--- config.mk ---
export PLATFORM = sky130hd
export DESIGN_NAME = beat_timing_gen
export DESIGN_NICKNAME = d
export VERILOG_FILES = /design/src/rtl/beat_timing_gen.sv
export SDC_FILE = /design/constraint.sdc
export NUM_CORES = 1
export LEC_CHECK = 0
export CAP_MARGIN = 5
export CELL_PAD_IN_SITES_DETAIL_PLACEMENT = 1
export CELL_PAD_IN_SITES_GLOBAL_PLACEMENT = 1
export CORE_ASPECT_RATIO = 1.1
export CORE_MARGIN = 4
export CORE_UTILIZATION = 39
export DETAILED_ROUTE_END_ITERATION = 10
export PLACE_DENSITY_LB_ADDON = 0.1
export SYNTH_ARGS = -nofsm -noshare
export SYNTH_HDL_FRONTEND = slang
export SYNTH_SLANG_ARGS = --single-unit
--- constraint.sdc ---
create_clock -name CLK -period 4.1 [get_ports CLK]
set_input_delay 0.615 -clock CLK [delete_from_list [all_inputs] [get_ports CLK]]
set_output_delay 0.615 -clock CLK [all_outputs]
set_load 0.01 [all_outputs]
--- src/rtl/beat_timing_gen.sv ---
// Beat/phase timing generator feeding the hardwired controller: T1/T2/T3 phases, one-hot W beats.
// Optional single-instruction stepping via STEP input when BEAT_TIMING_STEP_EN is defined.
module beat_timing_gen #(
  parameter int unsigned PHASE_CLKS = 1,
  parameter int unsigned CNT_W      = 16
) (
  input  logic             CLK,
  input  logic             CLR,
  input  logic             START,
  input  logic             SHORT,
  input  logic             LONG,
  input  logic             STOP,
`ifdef BEAT_TIMING_STEP_EN
  input  logic             STEP,
`endif
  output logic             T1,
  output logic             T2,
  output logic             T3,
  output logic [3:1]       W,
  output logic             RUNNING,
  output logic [CNT_W-1:0] BEAT_CNT
);

  localparam int unsigned     PS_W    = $clog2(PHASE_CLKS) + 1;
  localparam logic [PS_W-1:0] PS_LAST = PS_W'(PHASE_CLKS - 1);

  typedef enum logic {IDLE, RUN} state_t;

  state_t            state, state_n;
  logic [PS_W-1:0]   ps, ps_n;
  logic              start_q;
  logic              start_rise;
  logic              step_s;
  logic [2:0]        t_n;
  logic [3:1]        w_n, w_adv;
  logic              running_n;
  logic [CNT_W-1:0]  cnt_n;

`ifdef BEAT_TIMING_STEP_EN
  assign step_s = STEP;
`else
  assign step_s = 1'b0;
`endif

  assign start_rise = START & ~start_q;

  // Beat sequencing applied at beat end
  always_comb begin
    w_adv = 3'b001;
    case (W)
      3'b001:  w_adv = SHORT ? 3'b001 : 3'b010;
      3'b010:  w_adv = LONG  ? 3'b100 : 3'b001;
      default: w_adv = 3'b001;
    endcase
  end

  always_comb begin
    state_n   = state;
    ps_n      = ps;
    t_n       = {T3, T2, T1};
    w_n       = W;
    running_n = RUNNING;
    cnt_n     = BEAT_CNT;
    case (state)
      IDLE: begin
        t_n       = 3'b000;
        running_n = 1'b0;
        if (start_rise) begin
          state_n   = RUN;
          t_n       = 3'b001;
          ps_n      = '0;
          running_n = 1'b1;
        end
      end
      RUN: begin
        running_n = 1'b1;
        if (ps != PS_LAST) begin
          ps_n = ps + PS_W'(1);
        end else begin
          ps_n = '0;
          case ({T3, T2, T1})
            3'b001: t_n = 3'b010;
            3'b010: t_n = 3'b100;
            3'b100: begin
              // Final clock of T3: advance beat, count it, maybe halt
              cnt_n = BEAT_CNT + CNT_W'(1);
              w_n   = w_adv;
              if (STOP || (step_s && (w_adv == 3'b001))) begin
                state_n   = IDLE;
                t_n       = 3'b000;
                running_n = 1'b0;
              end else begin
                t_n = 3'b001;
              end
            end
            default: t_n = 3'b001;
          endcase
        end
      end
      default: begin
        state_n   = IDLE;
        t_n       = 3'b000;
        running_n = 1'b0;
      end
    endcase
  end

  always_ff @(posedge CLK or posedge CLR) begin
    if (CLR) begin
      state        <= IDLE;
      ps           <= '0;
      start_q      <= 1'b0;
      {T3, T2, T1} <= 3'b000;
      W            <= 3'b001;
      RUNNING      <= 1'b0;
      BEAT_CNT     <= '0;
    end else begin
      state        <= state_n;
      ps           <= ps_n;
      start_q      <= START;
      {T3, T2, T1} <= t_n;
      W            <= w_n;
      RUNNING      <= running_n;
      BEAT_CNT     <= cnt_n;
    end
  end

endmodule
== After elaboration in Yosys (flattened, before gate mapping) ==
Cells that the tools add are included.

* Bits in registers: 25
* Input bits: 6
* Output and inout bits: 23

* Add/sub/neg operators: 2
* Eq/ne operators: 7
* Multiplexer cells: 16
* Bitwise logic cells: 4
* Reduce and logical (&&, ||, !) cells: 1

{| class="wikitable"
|+ Operators with widths
! kind !! number
|-
| $add 16x1->16 const B || 1
|-
| $pmux 3 s2 || 2
|-
| $pmux 3 s3 || 1
|-
| $mux 1 || 8
|-
| $eq 3x1->1 const B || 2
|-
| $eq 3x2->1 const B || 2
|-
| $mux 3 || 2
|-
| $ne 2x2->1 const B || 2
|-
| $pmux 1 s2 || 2
|-
| $eq 3x3->1 const B || 1
|-
| $not 1->1 || 3
|-
| $reduce_and 3->1 || 1
|-
| $mux 2 || 1
|-
| $add 1x1->1 const B || 1
|-
| $and 1x1->1 || 1
|}

== Logic depth before layout (Yosys ltp) ==
Gate-level depths: netlist (run 1).

* Depth after elaboration: 4
* Gate-level depth with buffers: 5

== Least setup slack after synthesis (run 1) ==
Ideal clock, no wire load.

* Path kind: register to register
* Start: reg T1
* End: reg BEAT_CNT[11]
* Arrival: 1.315 ns
* Data required time: 3.975 ns
* Slack: 2.660 ns
* Cell stages (with the launch flop): 6
* Path buffers: 1
* Path through: dfrtp_1 -> nand4bb_1 -> buf_6 -> nor3_4 -> nand4_1 -> xnor2_1

* Cells in the longest elaborated chain, start to end: 2

{| class="wikitable"
|+ Ends and longest elaborated chain
! item !! line !! RTL
|-
| from (decl) || 16 || <nowiki>output logic T1,</nowiki>
|-
| from (signal assigned) || 121 || <nowiki>{T3, T2, T1} <= t_n;</nowiki>
|-
| $eq 3x3->1 || 81 || <nowiki>case ({T3, T2, T1})</nowiki>
|-
| $reduce_and 3->1 (no line) || -- ||
|-
| to (signal assigned) || 124 || <nowiki>BEAT_CNT <= cnt_n;</nowiki>
|-
| to (decl) || 21 || <nowiki>output logic [CNT_W-1:0] BEAT_CNT</nowiki>
|}

Every way passes these cells.
A chain may end at the register's enable or synchronous reset.

== Worst setup path in the final report (run 1) ==
* Start: reg T3
* End: out T3

{| class="wikitable"
|+ RTL lines
! item !! line !! RTL
|-
| from (decl) || 18 || <nowiki>output logic T3,</nowiki>
|-
| from (signal assigned) || 121 ||
|}

No word-level cell between the ends.

==> impl_results.md, run 1 <==
- Layout cells sized above 1: 8.87%
- Placer Congestion: 0.729
- Worst Skew: 0.0128 ns
- Clock-pin slew on the worst setup and hold paths: 0.13 ns
- Residual DRC: 0
- Post-CTS Setup Repair Bufs: 0
- Synth cell types: 30
- Routed wire length: 2150 µm
- EDFF count, synth: 0
- Syn Area/Cell: 11.7 µm²
- Post-Synthesis Cell Area: 0.00108 mm²
- Die Span Y: 63.3 µm
- Drt via density: 5.15
- CP Launch Type: flop
- Sequential fraction of the synthesis area: 55.5%
- Max-cap viol count: 0
- Ys async rst share: 100%
- Post-cts gate resize count: 0
- Crit-path cells: clkdlybuf4s50_1
- # rows: 19
- Longest Clk Path Bufs: 2
- Synth top area cells: dfrtp_1 53%, xnor2_1 8.1%, xor2_1 4.0%, nand2_1 3.8%, dfstp_2 2.4%
- HPWL Detailed: 1660 µm
- Endpoint of the worst hold path: BEAT_CNT[15]
- Final setup fails: 0
- Seq cells post-synth: 24
- FF/Latch Area: 602 µm²
- Worst path bufs/invs: 1
- Unrepaired setup endpoints after global routing: false
- Dominant synthesized flop cell: dfrtp_1
- CTS tree: done
- Critical Path Slowest Stage Cell: clkdlybuf4s50_1
- Crit path required time: 3.48 ns
- Num CTS Buffers: 3
- Cells on worst reg2reg path: 4
- Initial antenna violation count: 0
- Critical Path AT: 1.40 ns
- Vias in the first global route: 814
- Synth Net Count: 100
- Hold depth: 1
- Area taken by multi-input logic gates: 449 µm²
- R2R setup slack: 2.31 ns
- Yosys warnings: 0
- Setup TNS: 0 ns
- R2r endpoint: BEAT_CNT[11]
- CP peak stage delay: 0.59 ns
- Largest net degree at the start of global routing: 25
- Die width: 58.3 µm
- Status: finished clean
- Die area: 0.00369 mm²
- Yosys top cell by area: dfrtp_1
- Worst hold-check path type: flop to flop
- H-tree depth: 1
- Area Growth Syn to Fin: 30.8%
- DRT Pass-1 Iters: 4
- Vias: 799
- Pwr Density: 475 mW/mm²
- Crit. End Element: output pin
- First-pass GRT wire length: 3980 µm
- CP max FO: 8
- Total gr overflow: 0
- WL/cell: 13.9 µm
- # fillers: 291
- Post-synth top area share: 53.1%
- Worst-Margin Slew: 0.879 ns
- ANT cells: 0
- FF-to-FF Start: T1
- Achievable Freq: 0.497 GHz
- Starting density of the core: 41.9%
- Placed Cells: 151
- CP top delay family: buffers and inverters
- Initial DRC count: 27
- Clock tree root buffer cell: clkbuf_4
- Leakage: 0.640 nW
- Fraction of the cycle the final worst path needs: 49.1%
- Hold slack: 0.486 ns
- Slew HR: 41.3%
- Max-slew violations: 0
- Tmin final: 2.01 ns
- HP Start: BEAT_CNT[15]
- Peak supply drop: 0.317 mV
- Mapped Cells: 93
- Tot GR Track Use: 13.5%
- IO Port Bufs: 28
- Final cell count without fillers: 155
- Cts hold-fix bufs: 0
- Clk_lat worst skew: 0.30 ns
- Total Power: 0.674 mW
- Util after Layout: 54.8%
- CTS sink cnt: 24
- Layout Nets: 132
- Final antenna-violating net count: 0
- Core Region: 0.00259 mm²
- I/O Pins: 29
- Hold Fails Final Rpt: 0
- Crit Path Category: flop to output pin
==> cells by family after synthesis <==
group                    Yosys count  share of synthesized area, %
AND/OR/NAND/NOR                   38                          22.7
flip-flops                        24                          55.5
XOR/XNOR                          15                          12.1
AO/OA/AOI/OAI                      7                          4.38
buffers and inverters              7                          3.11
multiplexers                       1                          1.04
adder cells (fa/ha/maj)            1                          1.15
==> final cells by class <==
type	count	share of cell area [%]
clock buffer	4	1.85
sequential	24	42.4
multi-input combinational	62	31.7
inverter	6	1.59
timing repair buffer	28	19.8
tap	31	2.73
==> cells in the mapped netlist, drive strengths merged (2+ instances only) <==
library cell	number
nor3	2
inv	6
nand4	5
dfrtp	23
nand2	11
xor2	5
xnor2	10
and3	2
a21o	2
o21ai	2
nor2	5
nand3	3
nor4b	2
==> metrics by stage <==
stage                     cell area, µm²  setup slack, ns
after CTS                           1420             2.07
after detailed placement            1390             2.29
after floorplan                     1080             2.66
final                               1420             2.09
after global placement              1390             2.33
after global routing                1420             2.00
==> state kept, by name, summed over array words and instances (netlist names) <==
signal	count
BEAT_CNT	16
T3	1
state	1
T1	1
W	3
start_q	1
T2	1
==> where the power goes <==
group | switching, mW | total [mW] | internal, mW
Sequential | 0.0642 | 0.349 | 0.285
Clock | 0.0639 | 0.102 | 0.0378
Combinational | 0.0891 | 0.223 | 0.134
==> layout by cell type (no fill, tap or decap), types with 2 or more instances in the layout <==
master and n:
and3_1 2, xor2_1 5, clkbuf_4 3, dfrtp_1 23, a21o_2 2, nor2_1 5, xnor2_1 10, nand3_1 3
nand2_1 11, inv_1 6, o21ai_0 2, clkdlybuf4s50_1 28, nand4_1 4, nor4b_1 2
==> worst max-delay path by stage <==
stage	startpoint	end	slack [ns]	cells past startpoint
final	T3	T3	2.09	1
after global routing	T3	T3	2.00	1
after CTS	W[1]	W[1]	2.07	1
after detailed placement	STOP	T1	2.29	5
after global placement	T1	BEAT_CNT[15]	2.33	4
after floorplan	T1	BEAT_CNT[11]	2.66	5
==> per-layer routing <==
layer	wire, µm	GRT usage (%)
met1	984	19.8
met2	1050	20.5
met3	102	2.24
met4	13	3.48
met5	0	0
(Power assumes the default switching activity.)
==> inputs of run 2 (changes only) <==
--- a/config.mk
+++ b/config.mk
@@ -10,7 +10,7 @@
 export CELL_PAD_IN_SITES_GLOBAL_PLACEMENT = 1
 export CORE_ASPECT_RATIO = 1.1
 export CORE_MARGIN = 4
-export CORE_UTILIZATION = 39
+export CORE_UTILIZATION = 36
 export DETAILED_ROUTE_END_ITERATION = 10
 export PLACE_DENSITY_LB_ADDON = 0.1
 export SYNTH_ARGS = -nofsm -noshare
==> constraint.sdc (replaced) <==
create_clock -name CLK -period 1.9 [get_ports CLK]
set_input_delay 0.285 -clock CLK [delete_from_list [all_inputs] [get_ports CLK]]
set_output_delay 0.285 -clock CLK [all_outputs]
set_load 0.01 [all_outputs]
==> impl_results.md, run 2 (synthesized netlist as in run 1, its figures left out) <==
- Status: finished clean
- Hold slack: 0.313 ns (-0.173 ns)
- Max Used Layer: met3
- Num CTS Buffers: 3 (unchanged)
- Wire length on met2: 1150 µm (+9.2%)
- I/O Pins: 29 (unchanged)
- Total Power: 1.47 mW (+120%)
- Critical Path Slowest Stage Cell: dfstp_2
- Placed instance area: 0.00141 mm² (+1.3%)
- Cts hold-fix bufs: 0 (unchanged)
- Post-CTS Setup Repair Bufs: 0 (unchanged)
- Final antenna-violating net count: 0 (unchanged)
- ANT cells: 0 (unchanged)
- Setup TNS: 0 ns (unchanged)
- Residual DRC: 0 (unchanged)
- CP max FO: 3 (-5)
- Register bank with the most flops: BEAT_CNT
- IO Port Bufs: 28 (unchanged)
- Routed wire length: 2270 µm (+5.6%)
- Worst Skew: 0.00216 ns (-0.0106 ns)
- Die width: 60.3 µm (+3.5%)
- Vias: 797 (-0.25%)
- Die area: 0.00396 mm² (+7.2%)
- Placer Congestion: 0.679 (-6.8%)
- WL met3: 130 µm (+27%)
- CP Launch Type: flop
- CP top delay family: flip-flops
- CP peak stage delay: 0.57 ns (-0.02 ns)
- Crit. End Element: output pin
- Leakage: 0.649 nW (+1.4%)
- First-pass GRT wire length: 3890 µm (-2.3%)
- Layout cells sized above 1: 10.3% (+1.4 points)
- Post-cts gate resize count: 0 (unchanged)
- # fillers: 319 (+9.6%)
- Unrepaired setup endpoints after global routing: false
- CTS tree: done
- Clk_lat worst skew: 0.31 ns (about the same)
- Area taken by multi-input logic gates: 449 µm² (unchanged)
- FF/Latch Area: 602 µm² (unchanged)
- Worst path bufs/invs: 1 (unchanged)
- Hold Fails Final Rpt: 0 (unchanged)
- Met1 wire length: 994 µm (+1.0%)
- # rows: 20 (+1)
- Critical Path AT: 1.41 ns (about the same)
- Worst hold-check path type: input port to asynchronous set/reset pin
- Max-cap viol count: 0 (unchanged)
- Initial DRC count: 7 (-74%)
- Initial antenna violation count: 0 (unchanged)
- Largest net degree at the start of global routing: 25 (unchanged)
- WL/cell: 14.3 µm (+3.0%)
- Largest regs: BEAT_CNT: 16 flops, W: 3 flops
- Final cell count without fillers: 159 (+2.6%)
- Pwr Density: 1020 mW/mm² (+110%)
- Crit Path Category: flop to output pin
- Clock-pin slew on the worst setup and hold paths: 0.13 ns (about the same)
- Total gr overflow: 0 (unchanged)
- Finished Cell Area: 0.00144 mm² (+1.2%)
- Longest Clk Path Bufs: 2 (unchanged)
- Final setup fails: 0 (unchanged)
- Crit-path cells: clkdlybuf4s50_1
- Most frequent cells in the layout: 28 x clkdlybuf4s50_1, 23 x dfrtp_1, 11 x nand2_1
- Achievable Freq: 0.589 GHz
- Peak supply drop: 0.532 mV (+68%)
- CTS sink cnt: 24 (unchanged)
- Layout Nets: 134 (+1.5%)
- Fraction of the cycle the final worst path needs: 89.3%
- Starting density of the core: 38.4% (-3.5 points)
- Slew HR: 78.6% (+37 points)
- Area Growth Syn to Fin: 32.4%
- Crit path required time: 1.62 ns (-1.86 ns)
- HPWL Detailed: 1730 µm (+3.8%)
- Core Region: 0.00283 mm² (+9.1%)
- Die Span Y: 65.6 µm (+3.6%)
- Placed Cells: 155 (+2.6%)
- DRT Pass-1 Iters: 4 (unchanged)
- Commonest non-fill, non-tap cell in the layout: clkdlybuf4s50_1
- Worst-Margin Slew: 0.320 ns (-0.559 ns)
- Tmin final: 1.70 ns
- Drt via density: 5.01 (-2.8%)
- H-tree depth: 1 (unchanged)
- Tot GR Track Use: 12.9% (-0.65 points)
- Max-slew violations: 0 (unchanged)
- Clock tree root buffer cell: clkbuf_4
- Max reg flops: 16 (unchanged)
- Vias in the first global route: 830 (+2.0%)
==> run 2: worst register-to-register path, delay by kind of cell (launching register included) <==
kind	cells	cell delay (ns)
and+or+nand+nor	3	0.83
xor gates and xnor gates	1	0.15
DFF	1	0.46
==> run 2: routing by layer <==
metal | vias to the layer above | GRT usage [%]
li1 | 383 | -
met1 | 396 | 17.7
met2 | 18 | 20.5
met3 | 0 | 2.95
met4 | 0 | 2.49
met5 | - | 0
==> run 2: area by class of cell <==
class,instances,share of cell area (%)
repair buffers,30,20.6
multi-input cells,62,31.3
clock buffers,4,1.83
inverters,6,1.57
flip-flops and latches,24,41.9
well taps,33,2.87
==> run 2: path summary, 6_finish.rpt <==
| check | startpoint | endpoint | slack [ns] | cells after the start |
|---|---|---|---|---|
| worst max-delay path | W[1] | W[1] | 0.20 | 1 |
| worst min-delay path | CLR | BEAT_CNT[8] | 0.31 | 3 |
| worst max register to register | T1 | BEAT_CNT[15] | 0.37 | 4 |
| worst min register to register | BEAT_CNT[15] | BEAT_CNT[15] | 0.48 | 1 |
| max in group asynchronous | CLR | W[1] | 1.30 | 3 |
| min in group CLK | START | start_q | 0.44 | 1 |
==> run 2: metrics by stage <==
step / setup WS (ns) / utilization, %
6_report: 0.203 / 50.8
5_1_grt: 0.126 / 50.8
4_1_cts: 0.188 / 50.8
3_5_place_dp: 0.359 / 49.9
3_3_place_gp: 0.384 / 49.9
2_1_floorplan: 0.460 / -
==> run 2: power breakdown <==
| group | leakage [nW] | internal, mW | total [mW] | switching [mW] |
|---|---|---|---|---|
| sequential | 0.316 | 0.615 | 0.749 | 0.135 |
| clock | 0.0150 | 0.0819 | 0.233 | 0.151 |
| combinational | 0.318 | 0.294 | 0.483 | 0.189 |
| total | 0.649 | 0.991 | 1.47 | 0.475 |
